==> src/rtl/pipe_reg_if.sv <==
// Valid/ready/data handshake bundle used on both faces of pipe_reg.
// The master drives valid and data; the slave answers with ready.
interface pipe_reg_if #(
    parameter int unsigned WIDTH = 32
);
    logic             valid;
    logic             ready;
    logic [WIDTH-1:0] data;

    modport master (output valid, output data, input ready);
    modport slave  (input valid, input data, output ready);
endinterface

==> src/rtl/pipe_reg.sv <==
// Elastic pipeline of DEPTH valid/ready register stages with synchronous flush.
// Bubbles compact toward the output; the ready chain is purely combinational.
module pipe_reg #(
    parameter int unsigned      WIDTH       = 32,
    parameter int unsigned      DEPTH       = 1,
    parameter logic [WIDTH-1:0] RESET_VALUE = '0
) (
    input  logic                       clk,
    input  logic                       rst,
    input  logic                       flush,
    pipe_reg_if.slave                  up,
    pipe_reg_if.master                 dn,
    output logic [$clog2(DEPTH+1)-1:0] occupancy
);
    localparam int unsigned OccW = $clog2(DEPTH + 1);

    if (WIDTH < 1 || WIDTH > 64) begin : g_bad_width
        $fatal(1, "pipe_reg: WIDTH must be in 1..64");
    end
    if (DEPTH < 1 || DEPTH > 8) begin : g_bad_depth
        $fatal(1, "pipe_reg: DEPTH must be in 1..8");
    end

    logic [DEPTH-1:0] valid_q, valid_d;
    logic [WIDTH-1:0] data_q [DEPTH];
    logic [WIDTH-1:0] data_d [DEPTH];
    logic [DEPTH-1:0] src_valid;
    logic [WIDTH-1:0] src_data [DEPTH];
    logic [DEPTH-1:0] stage_ready;
    logic [OccW-1:0]  occ_q, occ_d;
    logic             in_fire, out_fire;

    // Walk from the output back to stage 0 so each stage sees its successor's ready.
    always_comb begin
        logic succ_ready;
        succ_ready  = dn.ready;
        stage_ready = '0;
        for (int i = DEPTH - 1; i >= 0; i--) begin
            succ_ready     = !valid_q[i] || succ_ready;
            stage_ready[i] = succ_ready;
        end
    end

    always_comb begin
        src_valid[0] = up.valid;
        src_data[0]  = up.data;
        for (int i = 1; i < DEPTH; i++) begin
            src_valid[i] = valid_q[i-1];
            src_data[i]  = data_q[i-1];
        end
    end

    assign up.ready  = stage_ready[0] && !flush;
    assign in_fire   = up.valid && up.ready;
    assign out_fire  = valid_q[DEPTH-1] && dn.ready;
    assign dn.valid  = valid_q[DEPTH-1];
    assign dn.data   = data_q[DEPTH-1];
    assign occupancy = occ_q;

    always_comb begin
        valid_d = valid_q;
        data_d  = data_q;
        occ_d   = occ_q;
        if (flush) begin
            valid_d = '0;
            for (int i = 0; i < DEPTH; i++) begin
                data_d[i] = RESET_VALUE;
            end
            occ_d = '0;
        end else begin
            for (int i = 0; i < DEPTH; i++) begin
                if (stage_ready[i]) begin
                    valid_d[i] = src_valid[i];
                    // Data only moves with a real item so a drained stage keeps its last value.
                    if (src_valid[i]) begin
                        data_d[i] = src_data[i];
                    end
                end
            end
            case ({in_fire, out_fire})
                2'b10:   occ_d = occ_q + OccW'(1);
                2'b01:   occ_d = occ_q - OccW'(1);
                default: occ_d = occ_q;
            endcase
        end
    end

    always_ff @(posedge clk or posedge rst) begin
        if (rst) begin
            valid_q <= '0;
            for (int i = 0; i < DEPTH; i++) begin
                data_q[i] <= RESET_VALUE;
            end
            occ_q <= '0;
        end else begin
            valid_q <= valid_d;
            data_q  <= data_d;
            occ_q   <= occ_d;
        end
    end
endmodule

==> src/flat_wrapper.sv <==
// flat-port wrapper written by rule: the top's interface ports become plain ports
module pipe_reg_flat 
#(
    parameter int unsigned      WIDTH       = 32,
    parameter int unsigned      DEPTH       = 1,
    parameter logic [WIDTH-1:0] RESET_VALUE = '0
)
  (clk, rst, flush, occupancy, up_valid, up_data, up_ready, dn_valid, dn_data, dn_ready);
  pipe_reg_if #(.WIDTH(WIDTH)) up_i ();
  pipe_reg_if #(.WIDTH(WIDTH)) dn_i ();
  input  logic clk;
  input  logic rst;
  input  logic flush;
  output logic [$clog2(DEPTH+1)-1:0] occupancy;
  input wire logic [$bits(up_i.valid)-1:0] up_valid;
  input wire logic [$bits(up_i.data)-1:0] up_data;
  output wire logic [$bits(up_i.ready)-1:0] up_ready;
  output wire logic [$bits(dn_i.valid)-1:0] dn_valid;
  output wire logic [$bits(dn_i.data)-1:0] dn_data;
  input wire logic [$bits(dn_i.ready)-1:0] dn_ready;
  assign up_i.valid = up_valid;
  assign up_i.data = up_data;
  assign up_ready = up_i.ready;
  assign dn_valid = dn_i.valid;
  assign dn_data = dn_i.data;
  assign dn_i.ready = dn_ready;
  pipe_reg #(.WIDTH(WIDTH), .DEPTH(DEPTH), .RESET_VALUE(RESET_VALUE)) u_core (.clk(clk), .rst(rst), .flush(flush), .up(up_i), .dn(dn_i), .occupancy(occupancy));
endmodule
==> config.mk <==
export PLATFORM = sky130hd
export DESIGN_NAME = pipe_reg_flat
export DESIGN_NICKNAME = d
export VERILOG_FILES = /design/src/rtl/pipe_reg_if.sv /design/src/rtl/pipe_reg.sv /design/src/flat_wrapper.sv
export SDC_FILE = /design/constraint.sdc
export NUM_CORES = 1
export LEC_CHECK = 0
export ABC_CLOCK_PERIOD_IN_PS = 1600
export BUFFER_PORTS_ARGS = -buffer_cell sky130_fd_sc_hd__buf_2
export CAP_MARGIN = 20
export CORE_UTILIZATION = 45
export DETAILED_ROUTE_END_ITERATION = 10
export GPL_TIMING_DRIVEN = 0
export HOLD_SLACK_MARGIN = 0.12
export PLACE_DENSITY = 0.8
export SETUP_SLACK_MARGIN = 0.3
export SLEW_MARGIN = 20
export SYNTH_ARGS = -nofsm -noshare
export SYNTH_HDL_FRONTEND = slang
export SYNTH_SLANG_ARGS = --single-unit
==> constraint.sdc <==
create_clock -name clk -period 1.6 [get_ports clk]
set_clock_uncertainty 0.1 [all_clocks]
set_input_delay 0 -clock clk [delete_from_list [all_inputs] [get_ports clk]]
set_output_delay 0 -clock clk [all_outputs]
set_load 0.03 [all_outputs]
==> metrics.md, run 1 <==
| Metric | Value |
|---|---|
| Outcome | complete, but fails checks |
| Failing checks | hold timing |
| Post-DR vias/cell | ~5.4 |
| Max clock buf depth | 2 |
| Min Hold Slack | -175 ps |
| Root Driver | clkbuf_4 |
| Fmax | 0.711 GHz |
| R2R depth | 5 |
| Mux contribution to synthesized area | 0% |
| Register Area | approximately 850 µm² |
| Cell area power density | about 760 nW/µm² |
| Synth Instances | 159 |
| Die area | 3520 µm² |
| Clk Latency, worst-skew pair | 340 ps |
| Core footprint | just over 3000 µm² |
| Antenna-violating nets left | 0 |
| Port bufs | 69 |
| Yosys reg bits | 34 |
| WHS Endpoint | u_core.dn.data[20]$_DFFE_PP0P_ |
| Synth Area in Compound Gates | between 20% and 30% |
| Leakage | approximately 1.2 nW |
| Multi-input logic area | between 600 and 700 µm² |
| Arrival @ worst endpoint | approximately 1300 ps |
| Post-synthesis adder-cell area fraction | 0% |
| DRC viols | 0 |
| Rel. slew slack | 54.0% |
| Die width | 59.3 µm |
| Post-Syn Nets | approximately 200 |
| # fillers | 207 |
| Hold_buf cts | 35 |
| Crit. End Element | primary output |
| Hold path startpoint | flush |
| Worst slew pin tran | ~690 ps |
| Overflow after GRT | 0 |
| Largest net degree at the start of global routing | 35 |
| FP Rows | 20 |
| First-pass GRT wire length | 7520 µm |
| Antenna diodes | 0 |
| RSZ-0062 raised after global routing | true |
| Fin Setup TNS | 0 ps |
| Final count of hold timing violations | 5 |
| Vias in the first global route | roughly 1600 |
| Crit path launch type | flip-flop |
| TritonCTS clock tree | done |
| Min cycle time layout | ~1400 ps |
| Post-synth cell types | 15 |
| RD Place Congestion | around 0.74 |
| Mean Syn Cell Area | 9.30 µm² |
| Total GRT Usage | about 30% |
| Vias | 1712 |
| Pre-antenna DRT Iters | 4 |
| Period utilization | 87.9% |
| Initial antenna violation count | 0 |
| Synth Area in Simple Gates | 13.3% |
| Clk sinks | 34 |
| Max cap viols | 0 |
| Post-detailed-routing wire length | 4970 µm |
| FF-to-FF setup slack | 210 ps |
| Synthesized cell area | 1480 µm² |
| Layout cells sized above 1 | 43.8% |
| Final Power | 0.00189 W |
| Critical R2R Capture | u_core.dn.data[10]$_DFFE_PP0P_ |
| Min-Delay Path Class | input pin to flip-flop |
| Total CTS buffers | 5 |
| Worst hold path depth | 2 |
| YS warnings | 0 |
| First DRT Iteration DRCs | 53 |
| IO Pins | 72 |
| Drt wl/cell | 15.5 µm |
| XOR/XNOR share of the synthesized area | 0% |
| VDD IR max | 0.486 mV |
| Largest family of logic cells by synthesized area | compound AO/OA/AOI/OAI gates |
| Fin nets | 313 |
| Worst Path Max Fanout | 2 |
| Setup Crit Path Kind | flip-flop to primary output |
| Worst R2R Start | u_core.dn.valid$_DFFE_PP0P_ |
| Slew Limit Fails | 0 |
| Seq/Total Area, Yosys | 57.5% |
| Syn-to-layout area delta | 68.5% |
| Reg clk slew, reported paths | 100 ps |
| Die height | 59.3 µm |
| Worst Path Required | 1500 ps |
| H-tree levels | 2 |
| Final setup fails | 0 |
| Initial Util | 48.0% |
| Post-DP HPWL | 2630 µm |
[what timing repair did]
item / CTS / global route
gates cloned: 2 / 0
buffers inserted: 3 / 1
pin swaps: 2 / 1
endpoints found under the setup margin: 25 / 31
hold endpoints to repair: 67 / 5
resized for setup: 48 / 25
[cell usage after synthesis, drive strengths merged]
cell type / count / share of area [%]
o21ai: 32 / 11
nand3: 33 / 11
and2b: 1 / 0.51
dfrtp: 34 / 58
a21o: 1 / 0.51
inv: 2 / 0.51
nand3b: 1 / 0.51
nand2b: 2 / 0.85
a21oi: 34 / 12
buf: 12 / 4.1
nor2: 1 / 0.25
clkbuf: 6 / 1.8
[cell usage in the layout (no fill, tap or decap), types with 2 or more instances in the layout]
master,n
buf_6,4
clkbuf_4,5
buf_8,4
a21oi_2,3
o21ai_4,2
buf_4,6
dlygate4sd3_1,35
inv_2,2
a21oi_1,31
nand3_1,33
dfrtp_1,33
o21ai_0,2
buf_2,74
o21ai_2,15
clkbuf_1,5
clkbuf_2,2
o21ai_1,13
[worst max path at each step]
stage                                      startpoint                             end  slack, ps  depth (start not counted)
after floorplan           u_core.dn.valid$_DFFE_PP0P_  u_core.dn.data[22]$_DFFE_PP0P_        310                          4
after global routing      u_core.dn.valid$_DFFE_PP0P_                        up_ready        130                          4
after global placement                            rst     u_core.dn.valid$_DFFE_PP0P_        180                          2
after CTS                 u_core.dn.valid$_DFFE_PP0P_                        up_ready        190                          4
after detailed placement  u_core.dn.valid$_DFFE_PP0P_  u_core.dn.data[23]$_DFFE_PP0P_        260                          4
final                     u_core.dn.valid$_DFFE_PP0P_                        up_ready        190                          4
[report_power, final]
| part | leakage [nW] | switching (W) | internal [W] |
|---|---|---|---|
| Combinational | 0.737 | 0.000293 | 0.000210 |
| Clock | 0.0254 | 0.000287 | 0.000166 |
| Sequential | 0.453 | 0.0000318 | 0.000907 |
| Total | 1.22 | 0.000611 | 0.00128 |
[logic make-up (layout without fill, tap and decap cells)]
group                  count (synthesis)  after routing
and+or+nand+nor                       38             38
buffers and inverters                 20            137
DFF                                   34             34
AOI/OAI and AO/OA                     67             67
[flip-flops by register name, indices dropped and copies added, names as in the netlist]
| signal | count |
|---|---|
| u_core.dn.valid | 1 |
| u_core.occupancy | 1 |
| u_core.dn.data | 32 |
[critical path: stages, from the launching register on]
cell and delay (ps):
dfrtp_2 410, and2b_2 220, buf_8 130, nor2_4 70, buf_6 130
[final cells by class]
type / count / area share, %
timing repair buffer: 110 / 30.0
inverter: 2 / 0.301
multi-input combinational: 105 / 25.7
tap: 44 / 2.21
sequential: 34 / 34.2
buffer: 18 / 5.82
clock buffer: 7 / 1.81
[per-stage QoR]
step	cell area, µm²	instances	utilization, %	worst slack [ps]
after floorplan	1480	159	-	306
final	2490	320	81.0	193
after global routing	2490	320	81.0	129
after CTS	2390	319	77.7	190
after global placement	1880	272	61.2	180
after detailed placement	1880	272	61.2	259
[per-layer routing]
layer / track usage [%] / vias to the layer above / wire length (µm)
met5: 0 / - / 0
met4: 8.16 / 0 / 61
met3: 7.86 / 8 / 314
met2: 49.4 / 72 / 2610
met1: 37.7 / 833 / 1980
li1: - / 799 / -
No activity file was read; power rests on OpenSTA's default activity.
==> inputs of run 2 (changes only) <==
--- a/config.mk
+++ b/config.mk
@@ -19,2 +19,3 @@
 export SYNTH_HDL_FRONTEND = slang
 export SYNTH_SLANG_ARGS = --single-unit
+export TNS_END_PERCENT = 30
==> constraint.sdc (replaced) <==
create_clock -name clk -period 1.6 [get_ports clk]
set_clock_uncertainty 0.1 [all_clocks]
set_input_delay 0 -clock clk [delete_from_list [all_inputs] [get_ports clk]]
set_output_delay 0 -clock clk [all_outputs]
set_load 0.05 [all_outputs]
==> metrics.md, run 2 (synthesized netlist as in run 1, its figures left out) <==
| Metric | Value |
|---|---|
| Die width | 59.3 µm (unchanged) |
| Fmax | 0.709 GHz (was 0.711 GHz) |
| Arrival @ worst endpoint | 1310 ps (about the same) |
| Net switching power | 0.000662 W (was 0.000611 W) |
| IO Pins | 72 (unchanged) |
| Grt peak-use layer | met2 (unchanged) |
| Max cap viols | 0 (unchanged) |
| Worst Path Max Fanout | 2 (unchanged) |
| Met1 global-route usage | 35.1% (was 37.7%) |
| Post-DP HPWL | 2620 µm (was 2630 µm) |
| RSZ-0062 raised after global routing | true (unchanged) |
| Die area | 3520 µm² (unchanged) |
| Hold path startpoint | flush (unchanged) |
| Syn-to-layout area delta | 68.2% (was 68.5%) |
| Period utilization | 88.2% (was 87.9%) |
| Setup ws final | 190 ps (was 193 ps) |
| Final setup fails | 0 (unchanged) |
| Inst Count DP | 272 (unchanged) |
| Hold_buf cts | 35 (unchanged) |
| Worst Path Required | 1500 ps (about the same) |
| Initial Util | 48.0% (unchanged) |
| Leakage | 1.22 nW (about the same) |
| # fillers | 205 (was 207) |
| Antenna diodes | 0 (unchanged) |
| Overflow after GRT | 0 (unchanged) |
| Rel. slew slack | 52.6% (was 54.0%) |
| RD Place Congestion | 0.800 (was 0.736) |
| Clk pwr share | 22.2% (was 23.9%) |
| P_int | 0.00128 W (about the same) |
| Layout cells sized above 1 | 42.0% (was 43.8%) |
| FP Rows | 20 (unchanged) |
| Setup crit start | u_core.dn.valid$_DFFE_PP0P_ (unchanged) |
| DRC viols | 0 (unchanged) |
| Slew Limit Fails | 0 (unchanged) |
| Outcome | complete, but fails checks (unchanged) |
| Final count of hold timing violations | 5 (unchanged) |
| FF-to-FF setup slack | 210 ps (about the same) |
| Post-detailed-routing wire length | 4890 µm (was 4970 µm) |
| R2R depth | 5 (unchanged) |
| Failing checks | hold timing (unchanged) |
| First-pass GRT wire length | 7280 µm (was 7520 µm) |
| H-tree levels | 2 (unchanged) |
| Gate power share | 29.8% (was 26.5%) |
| Total GRT Usage | 28.2% (was 29.5%) |
| Core footprint | 3080 µm² (unchanged) |
| Most common cell after layout, fill and taps aside | buf_2 (unchanged) |
| Grt met3 use | 7.86% (unchanged) |
| First DRT Iteration DRCs | 97 (was 53) |
| Setup Crit Path Kind | flip-flop to primary output (unchanged) |
| Min cycle time layout | 1410 ps (about the same) |
| VDD IR max | 0.573 mV (was 0.486 mV) |
| Drt wl/cell | 15.3 µm (was 15.5 µm) |
| Critical R2R Capture | u_core.dn.data[16]$_DFFE_PP0P_ (was u_core.dn.data[10]$_DFFE_PP0P_) |
| TritonCTS clock tree | done (unchanged) |
| Die height | 59.3 µm (unchanged) |
| Largest net degree at the start of global routing | 35 (unchanged) |
| Fin Setup TNS | 0 ps (unchanged) |
| Commonest non-fill, non-tap cells in the layout | 74 x buf_2, 35 x dlygate4sd3_1, 33 x dfrtp_1, 32 x nand3_1, 30 x a21oi_1 (was 74 x buf_2, 35 x dlygate4sd3_1, 33 x nand3_1, 33 x dfrtp_1, 31 x a21oi_1) |
| Vias in the first global route | 1622 (was 1626) |
| Port bufs | 69 (unchanged) |
| Vias | 1713 (was 1712) |
| Total CTS buffers | 5 (unchanged) |
| Clk sinks | 34 (unchanged) |
| Initial antenna violation count | 0 (unchanged) |
| Cell area power density | 782 nW/µm² (was 760 nW/µm²) |
| Min-Delay Path Class | input pin to flip-flop (unchanged) |
| Crit. End Element | primary output (unchanged) |
| Worst slew pin tran | 709 ps (was 690 ps) |
| Fin nets | 313 (unchanged) |
| Worst R2R Start | u_core.dn.valid$_DFFE_PP0P_ (unchanged) |
| Crit path launch type | flip-flop (unchanged) |
| Post-DR vias/cell | 5.35 (about the same) |
| Root Driver | clkbuf_4 (unchanged) |
| Reg clk slew, reported paths | 100 ps (about the same) |
| Switch share | 34.0% (was 32.3%) |
| Pre-antenna DRT Iters | 4 (unchanged) |
| Non-Filler Instances | 320 (unchanged) |
| Worst hold path depth | 2 (unchanged) |
| Max FFs per register | 32 (unchanged) |
| Max clock buf depth | 2 (unchanged) |
| Clk Latency, worst-skew pair | 330 ps (was 340 ps) |
| Post-Place Setup Slack | 259 ps (about the same) |
| Antenna-violating nets left | 0 (unchanged) |
| Seq pwr share | 48.0% (was 49.6%) |
| WHS Endpoint | u_core.dn.data[17]$_DFFE_PP0P_ (was u_core.dn.data[20]$_DFFE_PP0P_) |
| Min Hold Slack | -174 ps (was -175 ps) |
| M2 GR Usage | 46.9% (was 49.4%) |
[run 2: changes by cell type in the layout (fill, tap and decap cells not counted)]
| cell | previous run | this run |
|---|---|---|
| buf_4 | 6 | 5 |
| a21oi_1 | 31 | 30 |
| buf_6 | 4 | 3 |
| o21ai_1 | 13 | 6 |
| nand3_1 | 33 | 32 |
| o21ai_4 | 2 | 1 |
| clkbuf_16 | 0 | 1 |
| clkbuf_8 | 0 | 1 |
| o21ai_2 | 15 | 9 |
| a21oi_2 | 3 | 4 |
| nand3_2 | 0 | 1 |
| o21ai_0 | 2 | 16 |
[run 2: power groups by stage]
stage / Combinational [W] / Sequential [W] / Clock, W
after floorplan: 0.000143 / 0.00112 / 0
after global placement: 0.000443 / 0.000947 / 0
after detailed placement: 0.000447 / 0.000947 / 0
after CTS: 0.000536 / 0.000931 / 0.000434
after global routing: 0.000614 / 0.000939 / 0.000472
final: 0.000580 / 0.000935 / 0.000432
[run 2: critical path, stage by stage (launching register included)]
cell	delay (ps)
dfrtp_2	410
and2b_2	200
clkbuf_8	140
nor2_4	80
buf_8	150
[run 2: metrics by stage]
| stage | util, % | area [µm²] | power, W |
|---|---|---|---|
| 2_1_floorplan | - | 1500 | 0.00126 |
| 3_3_place_gp | 61.6 | 1900 | 0.00139 |
| 3_5_place_dp | 61.6 | 1900 | 0.00139 |
| 4_1_cts | 77.1 | 2370 | 0.00190 |
| 5_1_grt | 80.8 | 2490 | 0.00202 |
| 6_report | 80.8 | 2490 | 0.00195 |
[run 2: final cells by class]
| class | count | area (µm²) | area share [%] |
|---|---|---|---|
| timing repair buffer | 110 | 768 | 30.9 |
| multi-input combinational | 105 | 616 | 24.7 |
| inverter | 2 | 7.51 | 0.302 |
| clock buffer | 7 | 45.0 | 1.81 |
| tap | 44 | 55.1 | 2.21 |
| buffer | 18 | 144 | 5.78 |
| sequential | 34 | 852 | 34.3 |
[run 2: how the worst max path moves through the flow]
stage / to / slack (ps) / cells after the start
final: up_ready / 190 / 4
after global routing: up_ready / 140 / 4
after CTS: up_ready / 190 / 4
after detailed placement: u_core.dn.data[6]$_DFFE_PP0P_ / 260 / 4
after floorplan: u_core.dn.data[10]$_DFFE_PP0P_ / 250 / 4
after global placement: u_core.dn.valid$_DFFE_PP0P_ / 190 / 2
[run 2: per-layer routing]
metal / vias up / share of wire, %
met5: - / 0
met4: 0 / 3.2
met3: 16 / 6.6
met2: 94 / 51
met1: 801 / 39
li1: 802 / -
[run 2: repair_timing]
item                       CTS  global route
pin swaps                    1             1
setup buffers                3             1
hold endpoints to repair    67             5
gates resized for setup     22            27
setup endpoints to repair   20            30
cloned                       1             1
